## src/rtl/reg_file_unit_pkg.sv

```systemverilog
// Shared register-file package: default geometry and address-width derivation.
// Imported by reg_file_unit and reg_file_read_port.

package reg_file_unit_pkg;

    localparam int DEF_WORD_LENGTH = 32;
    localparam int DEF_REG_COUNT   = 16;

    // Address width for a power-of-two register count (REG_COUNT = 2..64).
    function automatic int calcAdrW(input int regCount);
        return $clog2(regCount);
    endfunction

    localparam int DEF_ADR_W = calcAdrW(DEF_REG_COUNT);

endpackage

```

## src/rtl/reg_file_read_port.sv

```systemverilog
// One registered read port: address mux, optional write bypass, output register.
// Optional feature: define REG_FILE_BYPASS_EN to forward same-cycle write data.

module reg_file_read_port
    import reg_file_unit_pkg::*;
#(
    parameter  int WORD_LENGTH = DEF_WORD_LENGTH,
    parameter  int REG_COUNT   = DEF_REG_COUNT,
    localparam int ADR_W       = calcAdrW(REG_COUNT)
)(
    input  logic                   clk,
    input  logic                   rst,
    input  logic                   i_rdEn,
    input  logic [ADR_W-1:0]       i_rdAdr,
    input  logic [WORD_LENGTH-1:0] i_regs [REG_COUNT],
    input  logic [REG_COUNT-1:0]   i_pending,
    input  logic                   i_wrEn,
    input  logic [ADR_W-1:0]       i_wrAdr,
    input  logic [WORD_LENGTH-1:0] i_wrData,
    input  logic                   i_resEn,
    input  logic [ADR_W-1:0]       i_resAdr,
    output logic [WORD_LENGTH-1:0] o_rdData,
    output logic                   o_rdValid
);

    logic [WORD_LENGTH-1:0] w_selData;
    logic                   w_selValid;
    logic [WORD_LENGTH-1:0] r_rdData;
    logic                   r_rdValid;

`ifndef REG_FILE_BYPASS_EN
    logic w_unusedBypass;
    assign w_unusedBypass = ^{i_wrEn, i_wrAdr, i_wrData, i_resEn, i_resAdr};
`endif

    // Register 0 is hard-wired to zero and never pending, whatever the array holds.
    always_comb begin
        w_selData  = i_regs[i_rdAdr];
        w_selValid = ~i_pending[i_rdAdr];
        if (i_rdAdr == '0) begin
            w_selData  = '0;
            w_selValid = 1'b1;
        end
`ifdef REG_FILE_BYPASS_EN
        else if (i_wrEn && (i_wrAdr == i_rdAdr)) begin
            w_selData  = i_wrData;
            w_selValid = !(i_resEn && (i_resAdr == i_rdAdr));
        end
`endif
    end

    always_ff @(posedge clk or negedge rst) begin
        if (!rst) begin
            r_rdData  <= '0;
            r_rdValid <= 1'b0;
        end else if (i_rdEn) begin
            r_rdData  <= w_selData;
            r_rdValid <= w_selValid;
        end
    end

    assign o_rdData  = r_rdData;
    assign o_rdValid = r_rdValid;

endmodule

```

## src/rtl/reg_file_unit.sv

```systemverilog
// Register file with per-register pending (scoreboard) bits and two registered read ports.
// Optional feature: define REG_FILE_BYPASS_EN to forward same-cycle writes to reads.

module reg_file_unit
    import reg_file_unit_pkg::*;
#(
    parameter  int WORD_LENGTH = DEF_WORD_LENGTH,
    parameter  int REG_COUNT   = DEF_REG_COUNT,
    localparam int ADR_W       = calcAdrW(REG_COUNT)
)(
    input  logic                   clk,
    input  logic                   rst,
    input  logic                   rdEnA,
    input  logic [ADR_W-1:0]       rdAdrA,
    output logic [WORD_LENGTH-1:0] rdDataA,
    output logic                   rdValidA,
    input  logic                   rdEnB,
    input  logic [ADR_W-1:0]       rdAdrB,
    output logic [WORD_LENGTH-1:0] rdDataB,
    output logic                   rdValidB,
    input  logic                   wrEn,
    input  logic [ADR_W-1:0]       wrAdr,
    input  logic [WORD_LENGTH-1:0] wrData,
    input  logic                   resEn,
    input  logic [ADR_W-1:0]       resAdr,
    output logic [REG_COUNT-1:0]   pendMask
);

    logic [WORD_LENGTH-1:0] r_regs [REG_COUNT];
    logic [REG_COUNT-1:0]   r_pending;
    logic [REG_COUNT-1:0]   w_pendNext;

    // Reserve is applied after the write-clear so it wins on a same-register collision.
    always_comb begin
        w_pendNext = r_pending;
        if (wrEn) begin
            w_pendNext[wrAdr] = 1'b0;
        end
        if (resEn) begin
            w_pendNext[resAdr] = 1'b1;
        end
        w_pendNext[0] = 1'b0;
    end

    always_ff @(posedge clk or negedge rst) begin
        if (!rst) begin
            for (int i = 0; i < REG_COUNT; i++) begin
                r_regs[i] <= '0;
            end
            r_pending <= '0;
        end else begin
            if (wrEn && (wrAdr != '0)) begin
                r_regs[wrAdr] <= wrData;
            end
            r_pending <= w_pendNext;
        end
    end

    assign pendMask = r_pending;

    reg_file_read_port #(
        .WORD_LENGTH (WORD_LENGTH),
        .REG_COUNT   (REG_COUNT)
    ) u_readPortA (
        .clk       (clk),
        .rst       (rst),
        .i_rdEn    (rdEnA),
        .i_rdAdr   (rdAdrA),
        .i_regs    (r_regs),
        .i_pending (r_pending),
        .i_wrEn    (wrEn),
        .i_wrAdr   (wrAdr),
        .i_wrData  (wrData),
        .i_resEn   (resEn),
        .i_resAdr  (resAdr),
        .o_rdData  (rdDataA),
        .o_rdValid (rdValidA)
    );

    reg_file_read_port #(
        .WORD_LENGTH (WORD_LENGTH),
        .REG_COUNT   (REG_COUNT)
    ) u_readPortB (
        .clk       (clk),
        .rst       (rst),
        .i_rdEn    (rdEnB),
        .i_rdAdr   (rdAdrB),
        .i_regs    (r_regs),
        .i_pending (r_pending),
        .i_wrEn    (wrEn),
        .i_wrAdr   (wrAdr),
        .i_wrData  (wrData),
        .i_resEn   (resEn),
        .i_resAdr  (resAdr),
        .o_rdData  (rdDataB),
        .o_rdValid (rdValidB)
    );

endmodule

```

## config.mk

```make
export PLATFORM = sky130hd
export DESIGN_NAME = reg_file_unit
export DESIGN_NICKNAME = d
export VERILOG_FILES = /design/src/rtl/reg_file_unit_pkg.sv /design/src/rtl/reg_file_read_port.sv /design/src/rtl/reg_file_unit.sv
export SDC_FILE = /design/constraint.sdc
export NUM_CORES = 1
export LEC_CHECK = 0
export CORE_MARGIN = 8
export CORE_UTILIZATION = 40
export DETAILED_ROUTE_END_ITERATION = 10
export PLACE_DENSITY = 0.58
export SETUP_SLACK_MARGIN = 0.02
export SYNTH_ARGS = -nofsm -noshare
export SYNTH_HDL_FRONTEND = slang
export SYNTH_SLANG_ARGS = --single-unit
```

## constraint.sdc

```tcl
create_clock -name clk -period 1.4 [get_ports clk]
set_input_delay 0.35 -clock clk [delete_from_list [all_inputs] [get_ports clk]]
set_output_delay 0.35 -clock clk [all_outputs]
set_load 0.01 [all_outputs]
```

After elaboration in Yosys (flattened, before gate mapping):

Cells that the tools add are included.

* register bits: 593
* input port bits: 54
* output and inout port bits: 82
* word-level logic and storage cells: 69

* $lt $le $gt $ge: 10
* mux-type cells: 23
* bitwise operators: 8
* reduce and logical (&&, ||, !) cells: 7

Operators by type and width (count)
* $bwmux W512: 1
* $bmux W32 S4: 2
* $mux W32: 7
* $demux W32 S4: 1
* $mux W16: 2
* $lt A4 B5 Y1 const B: 4
* $and A16 B16 Y16: 1
* $not A16 Y16: 1
* $or A16 B16 Y16: 1
* $ge A5 B5 Y1 const B: 3
* $not A4 Y5: 3
* $bmux W1 S4: 2
* $demux W1 S4: 2
* $ge A4 B1 Y1 const B: 2
* $logic_not A4 Y1: 2
* $mux W1: 6
* $lt A5 B1 Y1 const B: 1
* $logic_and A1 B1 Y1: 4
* $reduce_bool A4 Y1: 1
* $not A1 Y1: 2

Logic depth before layout (Yosys ltp):

Gate-level depths: netlist of run 1.

* depth after elaboration: 9
* mapped depth: 7
* depth with buffers taken out: 4

By module:

A second synthesis of run 1 with hierarchy kept.

* cells, all modules: 2119
* area total of the unflattened synthesis: 30264.0 sq um

By module, submodules not included
* reg_file_unit: instances 1, cells an instance 1189, area an instance 19658.9 sq um, sequential area each 13187.6 sq um
* reg_file_read_port: instances 2, cells an instance 465, area an instance 5302.6 sq um, sequential area each 825.8 sq um

Least setup slack after synthesis of run 1:

Ideal clock, no wire load.

* kind: input to register
* from: input port rdAdrA[0]
* to: register u_readPortA.r_rdData[30] (netlist: u_readPortA.o_rdData[30])
* library setup time: 0.126 ns
* data arrival time: 1.538 ns
* required time: 1.274 ns
* setup slack: -0.264 ns
* cell stages on the path: 4
* buffers on the path: 1
* cell sequence: buf_6 mux4_1 mux2_2 a221o_1

* longest elaborated chain between the ends: 5
* elaborated cells between the ends (all ways): 6
* classes of those cells: 4 x mux; 1 x bitwise; 1 x reduce/logical

Ends and longest elaborated chain
* from (decl): line reg_file_unit.sv:14 `input logic [ADR_W-1:0] rdAdrA,`
* $not A4 Y5 (implied by the code): line reg_file_read_port.sv:38 `w_selData = i_regs[i_rdAdr];`
* $bmux W32 S4: line reg_file_read_port.sv:38
* $mux W32 (implied by the code) (2 in a row): line reg_file_read_port.sv:38
* $mux W32 (*): line reg_file_read_port.sv:40 `if (i_rdAdr == '0) begin`
* to (signal assigned): line reg_file_read_port.sv:57 `r_rdData <= w_selData;`
* to (decl): line reg_file_read_port.sv:28 `logic [WORD_LENGTH-1:0] r_rdData;`

Mark *: on every way between the ends. The rest lies on a longest branch, timed or not. The select of a mux whose other input is x is not followed.
A chain may end at the register's enable or synchronous reset.

Worst setup path in the final report of run 1:

* from: register r_pending[8] (netlist: pendMask[8])
* to: output port pendMask[8]

RTL lines
* from (decl): line reg_file_unit.sv:30 `logic [REG_COUNT-1:0] r_pending;`
* from (signal assigned): line reg_file_unit.sv:55 `r_pending <= w_pendNext;`
* to (decl): line reg_file_unit.sv:26 `output logic [REG_COUNT-1:0] pendMask`

No word-level cell between the ends.

==> results of run 1 <==
==> cell families (layout without fill, tap and decap cells) <==
family                 Yosys count  in the layout  share of synthesized area, %
multiplexers                   934            934                          39.1
flip-flops                     592            592                          49.2
AO/OA/AOI/OAI                  279            279                          6.60
buffers and inverters          236            589                          3.89
AND/OR/NAND/NOR                 62             62                          1.12
other                            1              2                        0.0125
==> cell type report <==
class | count | area (um^2)
Clock buffer | 103 | 2010
Tap cell | 969 | 1210
Antenna cell | 1 | 2.50
Inverter | 3 | 11.3
Timing Repair Buffer | 465 | 5040
Multi-Input combinational cell | 1276 | 14400
Clock inverter | 18 | 229
Fill cell | 6348 | 36700
Sequential cell | 592 | 14800
==> cell usage after synthesis (2+ instances only) <==
cell type / n
a221o_1: 2
nor3_1: 2
mux4_1: 8
buf_6: 13
a32oi_1: 62
nand3_1: 3
buf_2: 107
nand2b_1: 6
a22oi_1: 124
or3_1: 5
nor2b_1: 11
nand3b_1: 6
clkbuf_1: 95
o21ai_0: 79
a221oi_1: 4
mux2i_1: 310
buf_4: 14
and2_1: 4
a21oi_1: 2
o31ai_1: 2
nor2_1: 12
dfrtp_1: 592
o32ai_1: 3
mux2_2: 465
nand2_1: 9
mux2_4: 23
buf_1: 4
mux4_2: 128
nor4_1: 2
==> per-stage QoR <==
| stage | total power, mW | hold WS [ns] | setup WS (ns) |
|---|---|---|---|
| finish | 54.5 | 0.196 | -0.198 |
| global route | 56.9 | 0.196 | -0.227 |
| CTS | 54.6 | 0.176 | -0.221 |
| detailed placement | 36.2 | 0.207 | -0.917 |
| global placement | 35.6 | 0.210 | -0.952 |
| floorplan | 31.2 | 0.0544 | -0.196 |
==> power by group <==
part           internal [mW]  leakage [nW]  switching, mW
clock network           10.8          1.11           7.17
registers               20.9          7.33           2.94
logic                   7.62          8.31           5.02
==> state kept, by name, summed over array words and instances, names as in the netlist <==
register and count:
r_regs 511, u_readPortA.o_rdData 32, u_readPortB.o_rdValid 1, pendMask 15, u_readPortB.o_rdData 32, u_readPortA.o_rdValid 1
==> layout by cell type (no fill, tap or decap), types with 3 or more instances in the layout <==
cell,synthesis,final
dfrtp_1,592,586
mux2_2,465,430
mux2i_1,310,310
buf_4,14,215
mux4_2,128,136
a22oi_1,124,124
buf_12,0,100
clkbuf_16,0,69
a32oi_1,62,62
o21ai_1,0,62
mux2_4,23,58
buf_6,13,56
buf_2,107,43
clkdlybuf4s50_1,0,40
clkbuf_1,95,18
o21ai_0,79,17
clkbuf_8,0,16
nor2_4,0,11
clkinv_2,0,9
nand2_1,9,8
nand3b_1,6,6
dfrtp_2,0,6
nor2b_4,0,5
nor2b_1,11,5
bufinv_16,0,5
or3_4,0,4
and2_2,0,4
a221oi_1,4,4
nand3_1,3,3
buf_8,0,3
==> layer usage <==
layer | global-route usage (%) | up-vias | share of wire, %
met5 | 0 | - | 0
met4 | 8.61 | 0 | 3.8
met3 | 3.39 | 206 | 4.6
met2 | 36.3 | 565 | 48
met1 | 29.4 | 10800 | 44
li1 | - | 8646 | -
==> path summary, 6_finish.rpt <==
path	startpoint	endpoint	depth (start not counted)
hold / removal	rst	pendMask[13]	2
setup / recovery	pendMask[8]	pendMask[8]	2
min in group clk	rdAdrA[2]	u_readPortA.o_rdValid	4
hold reg to reg	r_regs[502]	r_regs[502]	0
setup reg to reg	r_regs[62]	u_readPortA.o_rdData[30]	3
max in group asynchronous	rst	r_regs[142]	4
==> timing repair <==
action                                  CTS  global route
endpoints found under the hold margin   221             0
endpoints found under the setup margin  598           165
resized for setup                       393            30
pin swaps                                 3             3
gates cloned                              5             0
setup buffers                            64            16
hold buffers                              1             0
==> reports/results.ini, run 1 <==
[run_status]
status = complete, but fails checks
violations = negative setup slack

[synthesis]
ys.warnings.count = 0
async_flop_share_pct = 100
yosysUniqueCellTypes = 36
synth_fp_nets = 2158
synth.area.top_cells = dfrtp_1 49%, mux2_2 17%, mux2i_1 10%, mux4_2 9.6%, a22oi_1 3.1%
yosys_register_bits = 592
synth-main-ff-cell = dfrtp_1
postSynthAreaPerCell_um2 = 14.3
synth_largest_area_cell = dfrtp_1
synth_seq_area_share_pct = 49.2
netlist.area_leader.share_pct = 49.2
synth_edf_count = 0
netlist_instances = 2104
syn_area_um2 = 30100

[critical_path]
critPathRequiredTime_ns = 1.05
worstPathCellList = buf_6 > buf_6
cpPeakStageDelay_ns = 0.42
worstPathArrival_ns = 1.25
cp_num_buf_inv = 2
cpMostUsedCell = buf_6
critPathSlowestCell = dfrtp_1
start_kind = flip-flop
reg2reg_setup_slack_ns = -0.19
critical_path.endpoint_type = output port
worstPathMaxFanout = 2
cp_top_family = flip-flops
critPathKind = reg2out

[placed_design]
dp.cells = 3223
dpl_cell_area_um2 = 34900
dpl.hpwl_um = 61500
numPortBuffers = 134
place_congestion = 0.797

[drt]
drc_errors = 0
postRouteAntennaNets = 0
wl_per_cell_um = 27.7
drt-total-wl_um = 94800
num_vias = 20200
viasPerCell = 5.90
first_iter_violations = 1356
firstDrtPassIters = 5

[power]
power.density_nw_per_um2 = 1440
ir_drop_mv = 0.884
p_leak_nw = 16.7

[timing]
finalCritPeriodShare_pct = 114
clock_skew_ns = 0.0150
max_freq_mhz = 626
rsz0062_at_grt = true
hold_violations = 0
maxSlewViolCount = 0
fin_setup_tns_ns = -8.52
worst_slack_ns = -0.198
setup_viol = 85
period_needed_ns = 1.60

[clocking]
cts_htree_levels = 3
cts_root_buffer = clkbuf_16
clock_latency_ns = 0.59
cts.sinks = 592
cts_tree = yes
cts_buffers = 69
clk_pin_slew_worst_paths_ns = 0.06
cts_buffer_depth = 3

[grt]
antenna_found_initial = 1
grt_max_degree = 43
grt_pass1_wl_um = 143000
grt_use_total_pct = 22.1
grt_pass1_vias = 22000
grt-ovfl-total = 0

[floorplan]
core_um2 = 74400
rows = 100
die_h_um = 290
ioPinCount = 136
die_area_um2 = 84300
die_x_um = 290
start_util_pct = 40.4

[finish]
layoutNonFillerInstCount = 3427
final_area_um2 = 37700
drive_gt1_share_pct = 48.5
final_util_pct = 50.7
syn_to_final_growth_pct = 25.4
nets = 2461

[min_path]
hold_path.class = in2async

[job]
cap_violations = 0

Power figures use the tool's default switching activity.
==> inputs of run 2 (changes only) <==
Settings changed: SLEW_MARGIN set to 20.
==> results of run 2 <==
Final layout, timing and power as in run 1 (identical DEF).
